**src/rtl/ssd_scan_driver.sv**
```systemverilog
// Time-multiplexed N-digit hex seven-segment driver with a double-buffered digit word,
// anode ghost-blanking, per-digit blank/DP and leading-zero suppression.
module ssd_scan_driver #(
  parameter int NUM_DIGITS     = 4,
  parameter int REFRESH_DIV    = 50000,
  parameter int BLANK_CYCLES   = 2,
  parameter bit SEG_ACTIVE_LOW = 1'b1,
  parameter bit AN_ACTIVE_LOW  = 1'b1
) (
  input  logic                      clk,
  input  logic                      rst,
  input  logic                      load,
  input  logic [4*NUM_DIGITS-1:0]   value,
  input  logic [NUM_DIGITS-1:0]     dp_in,
  input  logic [NUM_DIGITS-1:0]     blank_in,
  input  logic                      lz_en,
  output logic [6:0]                seg,
  output logic                      dp,
  output logic [NUM_DIGITS-1:0]     an,
  output logic                      pending,
  output logic                      frame_tick
);
  localparam int DIV_W = $clog2(REFRESH_DIV);
  localparam int IDX_W = $clog2(NUM_DIGITS);
  localparam logic [6:0]            SEG_OFF = SEG_ACTIVE_LOW ? 7'h7F : 7'h00;
  localparam logic                  DP_OFF  = SEG_ACTIVE_LOW;
  localparam logic [NUM_DIGITS-1:0] AN_OFF  = AN_ACTIVE_LOW ? '1 : '0;

  function automatic logic [6:0] hex_decode(input logic [3:0] n);
    case (n)
      4'h0: hex_decode = 7'h3F;  4'h1: hex_decode = 7'h06;
      4'h2: hex_decode = 7'h5B;  4'h3: hex_decode = 7'h4F;
      4'h4: hex_decode = 7'h66;  4'h5: hex_decode = 7'h6D;
      4'h6: hex_decode = 7'h7D;  4'h7: hex_decode = 7'h07;
      4'h8: hex_decode = 7'h7F;  4'h9: hex_decode = 7'h6F;
      4'hA: hex_decode = 7'h77;  4'hB: hex_decode = 7'h7C;
      4'hC: hex_decode = 7'h39;  4'hD: hex_decode = 7'h5E;
      4'hE: hex_decode = 7'h79;  default: hex_decode = 7'h71;
    endcase
  endfunction

  logic [DIV_W-1:0]        div_q, div_d;
  logic [IDX_W-1:0]        idx_q, idx_d;
  logic [4*NUM_DIGITS-1:0] shadow_val_q, disp_val_q;
  logic [NUM_DIGITS-1:0]   shadow_dp_q, shadow_blank_q, disp_dp_q, disp_blank_q;
  logic                    pending_q, pending_d, frame_tick_q;
  logic [6:0]              seg_q, seg_d;
  logic                    dp_q, dp_d;
  logic [NUM_DIGITS-1:0]   an_q, an_d;

  logic                    div_wrap, idx_last, boundary, all_zero, digit_dark, ghost;
  logic [NUM_DIGITS-1:0]   lz_mask, onehot;
  logic [3:0]              nibble;
  logic [6:0]              seg_raw;

  always_comb begin
    div_wrap = (div_q == DIV_W'(REFRESH_DIV - 1));
    idx_last = (idx_q == IDX_W'(NUM_DIGITS - 1));
    boundary = div_wrap && idx_last;
    div_d    = div_wrap ? '0 : div_q + DIV_W'(1);
    idx_d    = idx_q;
    if (div_wrap) idx_d = idx_last ? '0 : idx_q + IDX_W'(1);
    pending_d = load ? 1'b1 : (boundary ? 1'b0 : pending_q);

    // Walk from the most significant digit down; digit 0 is never suppressed.
    lz_mask  = '0;
    all_zero = 1'b1;
    for (int i = NUM_DIGITS - 1; i > 0; i--) begin
      all_zero   = all_zero && (disp_val_q[4*i +: 4] == 4'h0);
      lz_mask[i] = lz_en && all_zero;
    end

    nibble     = disp_val_q[4*idx_q +: 4];
    digit_dark = disp_blank_q[idx_q] | lz_mask[idx_q];
    ghost      = int'(div_q) < BLANK_CYCLES;
    onehot         = '0;
    onehot[idx_q]  = 1'b1;
    seg_raw    = digit_dark ? 7'h00 : hex_decode(nibble);
    seg_d      = SEG_ACTIVE_LOW ? ~seg_raw : seg_raw;
    dp_d       = (!digit_dark && disp_dp_q[idx_q]) ^ SEG_ACTIVE_LOW;
    an_d       = (digit_dark || ghost) ? AN_OFF : (AN_ACTIVE_LOW ? ~onehot : onehot);
  end

  always_ff @(posedge clk) begin
    if (rst) begin
      div_q          <= '0;
      idx_q          <= '0;
      shadow_val_q   <= '0;
      shadow_dp_q    <= '0;
      shadow_blank_q <= '0;
      disp_val_q     <= '0;
      disp_dp_q      <= '0;
      disp_blank_q   <= '1;
      pending_q      <= 1'b0;
      frame_tick_q   <= 1'b0;
      seg_q          <= SEG_OFF;
      dp_q           <= DP_OFF;
      an_q           <= AN_OFF;
    end else begin
      div_q        <= div_d;
      idx_q        <= idx_d;
      pending_q    <= pending_d;
      frame_tick_q <= boundary;
      seg_q        <= seg_d;
      dp_q         <= dp_d;
      an_q         <= an_d;
      // Commit reads the pre-edge shadow, so a load on this same edge waits a frame.
      if (boundary && pending_q) begin
        disp_val_q   <= shadow_val_q;
        disp_dp_q    <= shadow_dp_q;
        disp_blank_q <= shadow_blank_q;
      end
      if (load) begin
        shadow_val_q   <= value;
        shadow_dp_q    <= dp_in;
        shadow_blank_q <= blank_in;
      end
    end
  end

  assign seg        = seg_q;
  assign dp         = dp_q;
  assign an         = an_q;
  assign pending    = pending_q;
  assign frame_tick = frame_tick_q;
endmodule

```
**config.mk**
```make
export PLATFORM = sky130hd
export DESIGN_NAME = ssd_scan_driver
export DESIGN_NICKNAME = d
export VERILOG_FILES = /design/src/rtl/ssd_scan_driver.sv
export SDC_FILE = /design/constraint.sdc
export NUM_CORES = 1
export LEC_CHECK = 0
export BUFFER_PORTS_ARGS = -buffer_cell sky130_fd_sc_hd__buf_2
export CORE_MARGIN = 4
export CORE_UTILIZATION = 55
export CTS_BUF_LIST = sky130_fd_sc_hd__clkbuf_8 sky130_fd_sc_hd__clkbuf_16
export DETAILED_ROUTE_END_ITERATION = 16
export HOLD_SLACK_MARGIN = 0.02
export MAX_ROUTING_LAYER = met4
export PLACE_DENSITY = 0.79
export SLEW_MARGIN = 10
export SYNTH_ARGS = -nofsm -noshare
export SYNTH_HDL_FRONTEND = slang
export SYNTH_SLANG_ARGS = --single-unit
```
**constraint.sdc**
```tcl
create_clock -name clk -period 2.6 [get_ports clk]
set_clock_uncertainty 0.2 [all_clocks]
set_input_delay 0.13 -clock clk [delete_from_list [all_inputs] [get_ports clk]]
set_output_delay 0.13 -clock clk [all_outputs]
set_load 0.02 [all_outputs]
```
=== Word level (Yosys, flattened, before mapping) ===
Memories as Yosys holds them, arrays and structs flattened.
Cells that the tools add are included.

* Bits in registers: 80
* Memory bits (read-only): 112
* Input bits: 28
* Output and inout bits: 14
* Word-level logic and storage cells: 55
* Memories kept: 1

{| class="wikitable"
|+ Memories
! name !! depth !! bits a word !! rd ports !! clocked after memory_dff !! write ports !! RTL line !! RTL
|-
| (name not given) || 16 || 7 || 1 || 0 || 0 || 30 || <nowiki>case (n)</nowiki>
|}

* Add/subtract/negate cells: 2
* $lt $le $gt $ge: 3
* Equality and inequality tests: 2
* Shift-type cells: 1
* Multiplexer cells: 12
* Bitwise gates (word level): 4
* Reduce and logical (&&, ||, !) cells: 17

{| class="wikitable"
|+ Operators by type and width
! operator !! number
|-
| adder 16 x 1 -> 16 bit, second input constant || 1
|-
| equality test 16 bit, second input constant || 1
|-
| less-than comparator 16 x 2 -> 1 bit, second input constant || 1
|-
| variable part select 16 x 5 -> 4 bit || 1
|-
| logical NOT 4 bit || 3
|-
| logical AND 1 bit || 9
|-
| 2-to-1 mux 7 bit || 1
|-
| NOT 7 bit || 1
|-
| binary-select mux 1 bit (select 2 bit) || 3
|-
| 2-to-1 mux 1 bit || 6
|-
| NOT 4 bit || 1
|-
| OR reduction 2 bit || 2
|-
| less-than comparator 2 x 3 -> 1 bit, second input constant || 1
|-
| adder 2 x 1 -> 2 bit, second input constant || 1
|-
| demux 1 bit (select 2 bit) || 1
|-
| equality test 2 bit, second input constant || 1
|-
| greater-or-equal comparator 2 x 1 -> 1 bit, second input constant || 1
|-
| 2-to-1 mux 2 bit || 1
|-
| nonzero test 2 bit || 1
|-
| logical NOT 1 bit || 1
|-
| logical OR 1 bit || 1
|-
| NOT 1 bit || 1
|-
| OR 1 bit || 1
|}

=== Longest topological paths before layout ===
Gate-level depths: netlist of the first run.

* Word-level depth: 10
* Depth in mapped cells: 8
* Gate-level depth less buffers: 7

=== Least setup slack after synthesis of the first run ===
No wires, ideal clock.

* Path type: reg-to-reg
* From: register idx_q[0]
* To: register seg_q[3] (netlist: seg[3])
* Setup time: 0.125 ns
* Arrival: 1.895 ns
* Required time: 2.275 ns
* Setup slack: 0.380 ns
* Cell stages (with the launch flop): 7
* Path buffers: 1
* Clock period less this slack: 2.220 ns
* Path through: dfxtp_1 -> buf_2 -> mux4_2 -> ha_1 -> or2_2 -> a21oi_1 -> o21ai_0

* Cells in the longest elaborated chain, start to end: 5
* Elaborated cells on any way between the ends: 9
* Classes of those cells: shift (1); mux (5); bitwise (2); memory (1)

{| class="wikitable"
|+ Ends and longest elaborated chain
! item !! RTL line !! RTL
|-
| start: declaration || 43 || <nowiki>logic [IDX_W-1:0] idx_q, idx_d;</nowiki>
|-
| start signal: assignment || 101 || <nowiki>idx_q <= idx_d;</nowiki>
|-
| branches (longest 3 deep; another with memory read (16 x 7 bit)) || -- ||
|-
| 2-to-1 mux 7 bit (*) || 78 || <nowiki>seg_raw = digit_dark ? 7'h00 : hex_decode(nibble);</nowiki>
|-
| NOT 7 bit (*) || 79 || <nowiki>seg_d = SEG_ACTIVE_LOW ? ~seg_raw : seg_raw;</nowiki>
|-
| end signal: assignment || 104 || <nowiki>seg_q <= seg_d;</nowiki>
|-
| end: declaration || 47 || <nowiki>logic [6:0] seg_q, seg_d;</nowiki>
|}

Every way passes the cells marked *. The select of a mux whose other input is x is not followed.
A chain may end at the register's enable or synchronous reset.

=== Worst setup path in the final report of the first run ===
Ends and elaborated chain as after synthesis.

==> results.sh, run 1 <==
export IMPL_first_pass_iters=5
export IMPL_clockRootBuffer="clkbuf_8"
export IMPL_rows=29
export IMPL_path_clk_slew_ns=0.09
export IMPL_n_fill_cell=524
export IMPL_io_pins=42
export IMPL_syn_to_final_growth_pct=17.89
export IMPL_ir_drop_uv=530.3
export IMPL_async_flop_share_pct=0
export IMPL_initial_core_util_pct=56.96
export IMPL_cp_required_ns=2.67
export IMPL_finalSetupTns_ns=0
export IMPL_cts_made_buffers=9
export IMPL_grt_usage_pct=22.99
export IMPL_wl_per_cell_um=15.50
export IMPL_syn_cell_area_um2=3637
export IMPL_power_density_nw_per_um2=507.5
export IMPL_cts_tree="done"
export IMPL_grt_pass1_vias=2899
export IMPL_ys_warn_count=0
export IMPL_cp_end_kind="flop"
export IMPL_synth_edf_count=0
export IMPL_slew_viol_final=0
export IMPL_avgSynthCellArea_um2=9.399
export IMPL_die_area_um2=7978
export IMPL_postLayoutCellArea_um2=4288
export IMPL_layout_nets=482
export IMPL_drtAntennaViolNets=0
export IMPL_post_cts_buffers=0
export IMPL_hold_viol=0
export IMPL_synth_cells=387
export IMPL_grt_pass1_wl_um=13690
export IMPL_rsz0062_at_grt="false"
export IMPL_coreArea_um2=6386
export IMPL_post_cts_resized=0
export IMPL_gp_congestion=0.8908
export IMPL_min_period_ns=2.312
export IMPL_syn_nets=426
export IMPL_clkLatencyLatePin_ns=0.36
export IMPL_clock_sinks=80
export IMPL_synthTopCellsByArea="dfxtp_1, mux2i_1, o31ai_1, nand4_1, mux4_2"
export IMPL_postPlaceCellArea_um2=3872
export IMPL_routed_wl_um=8135
export IMPL_mostFrequentLayoutCells="dfxtp_1, buf_2, nor2_1"
export IMPL_ys_flop_type="dfxtp_1"
export IMPL_grt_antenna_before_repair=0
export IMPL_crit_path_start_kind="flop"
export IMPL_seq_area_frac_synth_pct=44.03
export IMPL_h_tree_depth=3
export IMPL_drive_gt1_share_pct=18.53
export IMPL_synth_top_cell_area_share_pct=44.03
export IMPL_grt_max_degree=39
export IMPL_crit_fanout=8
export IMPL_drt_initial_drc_count=214
export IMPL_worstMarginPinSlew_ns=0.7701
export IMPL_num_vias=3086
export IMPL_port_buffers=41
export IMPL_dpl_hpwl_um=5384
export IMPL_final_common_cell="dfxtp_1"
export IMPL_arrival_ns=2.39
export IMPL_drt_vias_per_instance=5.878
export IMPL_status="complete, no violations"
export IMPL_clock_fmax_mhz=432.5
export IMPL_relSlewSlack_pct=48.60
export IMPL_drv_cap=0
export IMPL_synth_top_area_cell="dfxtp_1"
export IMPL_leakagePower_uw=0.001609
export IMPL_finalSetupViolCount=0
export IMPL_die_width_um=89.32
export IMPL_timing_final_crit_share_pct=88.94
export IMPL_grt_overflow=0
export IMPL_synth_cell_types=45
export IMPL_diodes=0
export IMPL_yosys_register_bits=80
export IMPL_cts_buffer_depth=2
export IMPL_die_h_um=89.32
export IMPL_critPathKind="reg2reg"
export IMPL_hold_path_class="in2reg"
export IMPL_post_route_drc_count=0
## per-layer routing
metal  global-route usage [%]  wire length [um]  up-vias
li1                         -                 -     1524
met1                    29.36              3659     1454
met2                    34.09              3899       92
met3                    4.977               394       16
met4                    11.91               182        0
met5                        -                 0        -
## flip-flops by register name, indices dropped and copies added, names as in the netlist
signal / cells
disp_val_q: 16
div_q: 16
shadow_val_q: 16
seg: 7
an: 4
disp_blank_q: 4
disp_dp_q: 4
shadow_blank_q: 4
shadow_dp_q: 4
idx_q: 2
dp: 1
frame_tick: 1
pending: 1
## layout make-up
type	instances	area, um2	area share (%)
Timing Repair Buffer	74	515.5	12.02
Clock inverter	7	41.29	0.9629
Inverter	12	45.04	1.050
Multi-Input combinational cell	266	1864	43.48
Clock buffer	9	123.9	2.889
Sequential cell	80	1602	37.35
Tap cell	77	96.34	2.247
## stage by stage
| step | total power [uW] | util (%) | instances | setup slack, ns | hold slack, ns |
|---|---|---|---|---|---|
| 3_5_place_dp | 1398 | 60.64 | 484 | 0.3136 | 0.1711 |
| 3_3_place_gp | 1394 | 60.64 | 484 | 0.4201 | 0.1626 |
| 6_report | 2176 | 67.14 | 525 | 0.2877 | 0.1438 |
| 4_1_cts | 2192 | 67.14 | 525 | 0.2914 | 0.1306 |
| 2_1_floorplan | 1361 | - | 387 | 0.3800 | 0.07715 |
| 5_1_grt | 2281 | 67.14 | 525 | 0.08210 | 0.1581 |
## worst max-delay path, stage by stage (launching register included)
cell and delay, ns:
dfxtp_1 0.46, buf_4 0.22, mux4_2 0.59, inv_1 0.14, ha_1 0.25, or2_2 0.14, a21oi_1 0.06, o21ai_0 0.17
## synthesized netlist by cell type (6+ instances only)
cell / count
a21oi_1: 28
nand2_1: 16
nand4_1: 28
clkbuf_1: 16
dfxtp_1: 80
xnor2_1: 7
mux4_2: 7
xor2_1: 8
o21ai_0: 6
nor4_1: 9
mux2i_1: 25
buf_2: 11
nor2_1: 39
nand3_1: 15
o31ai_1: 28
ha_1: 11
inv_1: 12
## repair_timing
item | in CTS | in global routing
endpoints found under the setup margin | 0 | 0
hold buffers | 25 | 0
endpoints found under the hold margin | 35 | 0
## power breakdown
part	internal, uW	total (uW)	leakage (uW)	switching, uW
combinational	70.1	129	0.000871	58.8
clock	337	776	0.0000876	439
sequential	1250	1270	0.000651	19.6
## logic make-up (layout without fill, tap and decap cells)
logic type | count (synthesis) | count (layout) | share of synthesized area, %
adders and majority gates | 11 | 11 | 3.784
and+or+nand+nor | 134 | 134 | 19.50
DFF | 80 | 80 | 44.03
AOI/OAI and AO/OA | 73 | 73 | 12.83
muxes | 33 | 33 | 11.52
xor gates and xnor gates | 15 | 15 | 3.612
buffers and inverters | 41 | 102 | 4.713
## path summary, 6_finish.rpt
kind                                   start           end  slack (ns)  cells past startpoint
worst max-delay path                idx_q[0]        seg[3]        0.29                      7
worst min-delay path                    load       pending        0.14                      3
worst max register to register      idx_q[0]        seg[3]        0.29                      7
worst min register to register  disp_dp_q[2]  disp_dp_q[2]        0.28                      2
No activity file was read; power rests on OpenSTA's default activity.
==> inputs of run 2 (changes only) <==
Settings changed: CELL_PAD_IN_SITES_DETAIL_PLACEMENT from default to 2, CELL_PAD_IN_SITES_GLOBAL_PLACEMENT from default to 2, CORE_UTILIZATION 55 to 36, PLACE_DENSITY 0.79 to 0.81.
==> run 2 against run 1 <==
  * Sequential power about the same
  * Via count increased by 3.6%
  * Clock-buffer cell count unchanged
  * Die area increased by 48%
  * Critical path type unchanged
  * Power increased by 5.1%
  * Design area increased by 2.0%
  * First-iteration DRC count decreased by 33%
  * Sequential share of layout area decreased by 0.75 points
  * Sequential cell count unchanged
  * Core utilization decreased by 23 points
  * Final cell count increased by 10%
  * Highest routed layer unchanged
  * Clock power increased by 13%
==> results.sh, run 2 (synthesized netlist as in run 1, its figures left out) <==
export IMPL_critPathKind="reg2reg"
export IMPL_min_period_ns=2.395
export IMPL_die_h_um=108.5
export IMPL_grt_antenna_before_repair=0
export IMPL_final_common_cell="dfxtp_1"
export IMPL_status="complete, no violations"
export IMPL_slew_viol_final=0
export IMPL_totalPowerFinal_uw=2287
export IMPL_crit_path_start_kind="flop"
export IMPL_drive_gt1_share_pct=18.57
export IMPL_path_clk_slew_ns=0.08
export IMPL_power_density_nw_per_um2=522.8
export IMPL_cts_made_buffers=9
export IMPL_dpl_hpwl_um=7564
export IMPL_grt_overflow=0
export IMPL_die_area_um2=11780
export IMPL_cts_buffer_depth=2
export IMPL_hold_viol=0
export IMPL_ctsHoldBuffers=25
export IMPL_diodes=0
export IMPL_routed_wl_um=11190
export IMPL_postPlaceCellArea_um2=3950
export IMPL_reg_top3="disp_val_q x16, div_q x16, shadow_val_q x16"
export IMPL_wl_per_cell_um=19.29
export IMPL_gp_congestion=0.8230
export IMPL_num_vias=3198
export IMPL_worst_slack_ns=0.2051
export IMPL_finalSetupTns_ns=0
export IMPL_timing_final_crit_share_pct=92.11
export IMPL_first_pass_iters=4
export IMPL_clkLatencyLatePin_ns=0.35
export IMPL_cp_required_ns=2.61
export IMPL_postLayoutCellArea_um2=4375
export IMPL_initial_core_util_pct=37.04
export IMPL_worstMarginPinSlew_ns=0.8251
export IMPL_grt_pass1_vias=3490
export IMPL_syn_to_final_growth_pct=20.30
export IMPL_n_fill_cell=1105
export IMPL_hold_path_class="in2reg"
export IMPL_finalSetupViolCount=0
export IMPL_rows=36
export IMPL_clock_sinks=80
export IMPL_leakagePower_uw=0.001619
export IMPL_drv_cap=0
export IMPL_dp_slack_ns=0.2556
export IMPL_arrival_ns=2.40
export IMPL_grt_pass1_wl_um=18470
export IMPL_crit_fanout=7
export IMPL_grt_usage_pct=20.55
export IMPL_relSlewSlack_pct=44.94
export IMPL_mostFrequentLayoutCells="dfxtp_1, buf_2, nor2_1"
export IMPL_rsz0062_at_grt="false"
export IMPL_ir_drop_uv=354.0
export IMPL_io_pins=42
export IMPL_drt_vias_per_instance=5.514
export IMPL_clock_fmax_mhz=417.6
export IMPL_drtAntennaViolNets=0
export IMPL_dp_cells=541
export IMPL_post_route_drc_count=0
export IMPL_stdcell_count=580
export IMPL_drt_initial_drc_count=144
export IMPL_die_width_um=108.5
export IMPL_layout_nets=483
export IMPL_post_cts_resized=0
export IMPL_coreArea_um2=9819
export IMPL_grt_max_degree=39
export IMPL_clockRootBuffer="clkbuf_8"
export IMPL_cp_end_kind="flop"
export IMPL_cts_tree="done"
export IMPL_h_tree_depth=3
export IMPL_port_buffers=41
export IMPL_post_cts_buffers=0
-- run 2: routing by layer --
metal | vias to the layer above | track usage, % | wire length (um)
met1 | 1610 | 24.24 | 4875
met4 | 0 | 4.959 | 108
li1 | 1526 | - | -
met5 | - | - | 0
met2 | 51 | 36.23 | 5853
met3 | 11 | 3.701 | 350
-- run 2: report_power, final --
group          switching, uW  internal (uW)
Clock                    453            427
Sequential              22.0           1250
Combinational           64.0           70.3
Total                    539           1750
-- run 2: per-stage QoR --
stage | hold WS (ns) | utilization [%]
after floorplan | 0.07715 | -
after global placement | 0.1631 | 40.23
after detailed placement | 0.1747 | 40.23
after CTS | 0.1833 | 44.56
after global routing | 0.2121 | 44.56
final | 0.1866 | 44.56
-- run 2: critical path, cell delays in order (launching register included) --
cell and delay (ns):
dfxtp_1 0.52, buf_4 0.21, mux4_2 0.58, inv_1 0.17
ha_1 0.27, inv_1 0.08, mux2i_1 0.06, nand2_1 0.09
nand3_1 0.08
-- run 2: area by class of cell --
type | count | area, um2 | share of cell area [%]
repair buffers | 75 | 523.0 | 11.95
flip-flops and latches | 80 | 1602 | 36.60
clock inverters | 5 | 51.30 | 1.172
clock buffers | 9 | 123.9 | 2.831
multi-input cells | 266 | 1864 | 42.61
well taps | 133 | 166.4 | 3.803
inverters | 12 | 45.04 | 1.029
-- run 2: final timing paths --
path	start	endpoint	slack (ns)	depth (start not counted)
worst max-delay path	idx_q[0]	seg[1]	0.21	8
worst min-delay path	load	pending	0.19	3
worst max register to register	idx_q[0]	seg[1]	0.21	8
worst min register to register	shadow_val_q[1]	disp_val_q[1]	0.29	2
==> inputs of run 3 (changes only) <==
Settings changed: ABC_AREA from default to 1, CORE_UTILIZATION 36 to 32.
==> run 3 against run 2 <==
  * Sequential share of layout area shrank 0.77 points
  * Final cell count increased by 25%
  * Power is 16% higher
  * Hold slack worse by 0.066 ns
  * Synthesized cell count rose by 35%
  * Fmax is 15% higher
  * Critical path type unchanged
  * Highest routed layer unchanged
  * Clock power rose by 42%
  * Sequential power about the same
  * Critical path depth grew 2
  * Setup slack better by 0.31 ns
  * Sequential cell count is the same
  * Design area is 2.1% higher
==> results.sh, run 3 <==
export IMPL_status="complete, no violations"
export IMPL_crit_path_start_kind="flop"
export IMPL_grt_pass1_wl_um=19130
export IMPL_dpl_hpwl_um=7243
export IMPL_layout_nets=622
export IMPL_die_h_um=114.9
export IMPL_avgSynthCellArea_um2=6.986
export IMPL_clkLatencyLatePin_ns=0.34
export IMPL_io_pins=42
export IMPL_syn_cell_area_um2=3654
export IMPL_worstMarginPinSlew_ns=0.4673
export IMPL_ys_flop_type="dfxtp_1"
export IMPL_relSlewSlack_pct=68.80
export IMPL_reg_top3="disp_val_q x16, div_q x16, shadow_val_q x16"
export IMPL_crit_fanout=11
export IMPL_slew_viol_final=0
export IMPL_drive_gt1_share_pct=12.61
export IMPL_synth_edf_count=0
export IMPL_grt_usage_pct=18.50
export IMPL_worst_r2r_cell_count=10
export IMPL_clockRootBuffer="clkbuf_16"
export IMPL_cts_tree="done"
export IMPL_ys_warn_count=0
export IMPL_async_flop_share_pct=0
export IMPL_synth_commonest_cells="nor2_1, nand2_1, dfxtp_1"
export IMPL_port_buffers=41
export IMPL_min_period_ns=2.089
export IMPL_rsz0062_at_grt="false"
export IMPL_synth_cell_types=26
export IMPL_seq_area_frac_synth_pct=43.84
export IMPL_finalSetupViolCount=0
export IMPL_h_tree_depth=3
export IMPL_synth_xor_area_share_pct=0.9589
export IMPL_synth_cells=523
export IMPL_drtAntennaViolNets=0
export IMPL_rows=38
export IMPL_finalSetupTns_ns=0
export IMPL_yosys_register_bits=80
export IMPL_synthMuxAreaShare_pct=0
export IMPL_clock_sinks=80
export IMPL_cts_made_buffers=9
export IMPL_grt_max_degree=45
export IMPL_synth_top_family_by_area="simple AND/OR/NAND/NOR gates"
export IMPL_grt_pass1_vias=3927
export IMPL_drt_vias_per_instance=4.901
export IMPL_synth_compound_area_share_pct=7.568
export IMPL_die_width_um=114.9
export IMPL_leakagePower_uw=0.002018
export IMPL_n_fill_cell=1304
export IMPL_min_path_cells=3
export IMPL_path_clk_slew_ns=0.06
export IMPL_worst_slack_ns=0.5111
export IMPL_final_common_cell="nor2_1"
export IMPL_num_vias=3563
export IMPL_coreArea_um2=10980
export IMPL_dp_cells=687
export IMPL_gp_congestion=0.8385
export IMPL_critPathKind="reg2reg"
export IMPL_cts_buffer_depth=2
export IMPL_routed_wl_um=10880
export IMPL_power_density_nw_per_um2=593.8
export IMPL_arrival_ns=2.12
export IMPL_syn_to_final_growth_pct=22.33
export IMPL_initial_core_util_pct=33.26
export IMPL_synthSimpleGateAreaFrac_pct=35.27
export IMPL_cp_required_ns=2.63
export IMPL_timing_hold_ws_ns=0.1205
export IMPL_grt_antenna_before_repair=0
export IMPL_drt_initial_drc_count=138
export IMPL_grt_overflow=0
export IMPL_post_route_drc_count=0
export IMPL_syn_nets=562
export IMPL_post_cts_resized=0
export IMPL_synth_fa_ha_area_share_pct=3.767
export IMPL_yosysMostFrequentCell="nor2_1"
export IMPL_ir_drop_uv=361.7
export IMPL_synthTopCellsByArea="dfxtp_1, nor2_1, nand2_1, nand3_1, o21ai_0"
export IMPL_drv_cap=0
export IMPL_cp_end_kind="flop"
export IMPL_die_area_um2=13190
export IMPL_dp_slack_ns=0.5301
export IMPL_synth_top_area_cell="dfxtp_1"
export IMPL_wl_per_cell_um=14.96
export IMPL_stdcell_count=727
export IMPL_diodes=0
export IMPL_mostFrequentLayoutCells="nor2_1, nand2_1, dfxtp_1, inv_1, buf_2"
export IMPL_timing_final_crit_share_pct=80.34
export IMPL_clock_fmax_mhz=478.7
export IMPL_first_pass_iters=4
export IMPL_hold_viol=0
export IMPL_synth_top_cell_area_share_pct=43.84
export IMPL_hold_path_class="in2reg"
[run 3: cell types whose count changed after synthesis, moves of 7 or more]
cell	previous run	this run
inv_1	12	43
nor2_1	39	121
nand4_1	28	9
nor4_1	9	0
a21oi_1	28	15
xnor2_1	7	0
nand3_1	15	40
nand2_1	16	114
o21ai_0	6	36
mux4_2	7	0
o31ai_1	28	0
clkbuf_1	16	8
mux2i_1	25	0
[run 3: path summary, 6_finish.rpt]
check | startpoint | endpoint | slack [ns]
setup / recovery | idx_q[1] | seg[2] | 0.51
hold / removal | load | shadow_val_q[15] | 0.12
setup reg to reg | idx_q[1] | seg[2] | 0.51
hold reg to reg | div_q[0] | div_q[0] | 0.26
[run 3: logic make-up (layout without fill, tap and decap cells)]
| logic type | count (synthesis) | in the layout |
|---|---|---|
| and+or+nand+nor | 305 | 305 |
| DFF | 80 | 80 |
| buffers and inverters | 69 | 133 |
| AOI/OAI and AO/OA | 54 | 54 |
| adders and majority gates | 11 | 11 |
| xor gates and xnor gates | 4 | 4 |
[run 3: per-stage QoR]
step                      total power [uW]  utilization (%)  cell area, um2
final                                 2654            40.69            4469
after global routing                  2763            40.69            4469
after CTS                             2695            40.69            4469
after detailed placement              1401            35.78            3930
after global placement                1395            35.78            3930
after floorplan                       1358                -            3654
[run 3: area by class of cell]
type                    count  area (um2)  area share, %
flip-flops and latches     80        1602          35.83
well taps                 140       175.2          3.919
multi-input cells         374        1738          38.89
inverters                  48       180.2          4.031
clock buffers              10       239.0          5.347
clock inverters             5       50.05          1.120
repair buffers             70       485.5          10.86
[run 3: timing repair]
| action | 4_1_cts | 5_1_grt |
|---|---|---|
| setup endpoints to repair | 0 | 0 |
| hold endpoints to repair | 30 | 0 |
| buffers inserted | 0 | 0 |
| hold buffers | 25 | 0 |
[run 3: per-layer routing]
layer	vias up	GRT usage [%]	wire (um)	share of wire, %
met5	-	-	0	0
met4	0	7.121	208	1.9
met3	16	3.368	269	2.5
met2	42	30.67	5349	49
met1	1737	22.29	5048	46
li1	1768	-	-	-
[run 3: power breakdown]
part	internal, uW	total, uW	switching (uW)
combinational	60.9	129	68.3
clock	755	1250	493
sequential	1260	1280	19.7
[run 3: critical path, stage by stage (launching register included)]
cell and delay, ns:
dfxtp_1 0.55, inv_2 0.19, nand3_1 0.12, nand2_1 0.16, inv_1 0.15, ha_1 0.25
inv_1 0.06, nand2_1 0.09, nand2_1 0.07, nand2_1 0.08, nand2_1 0.05
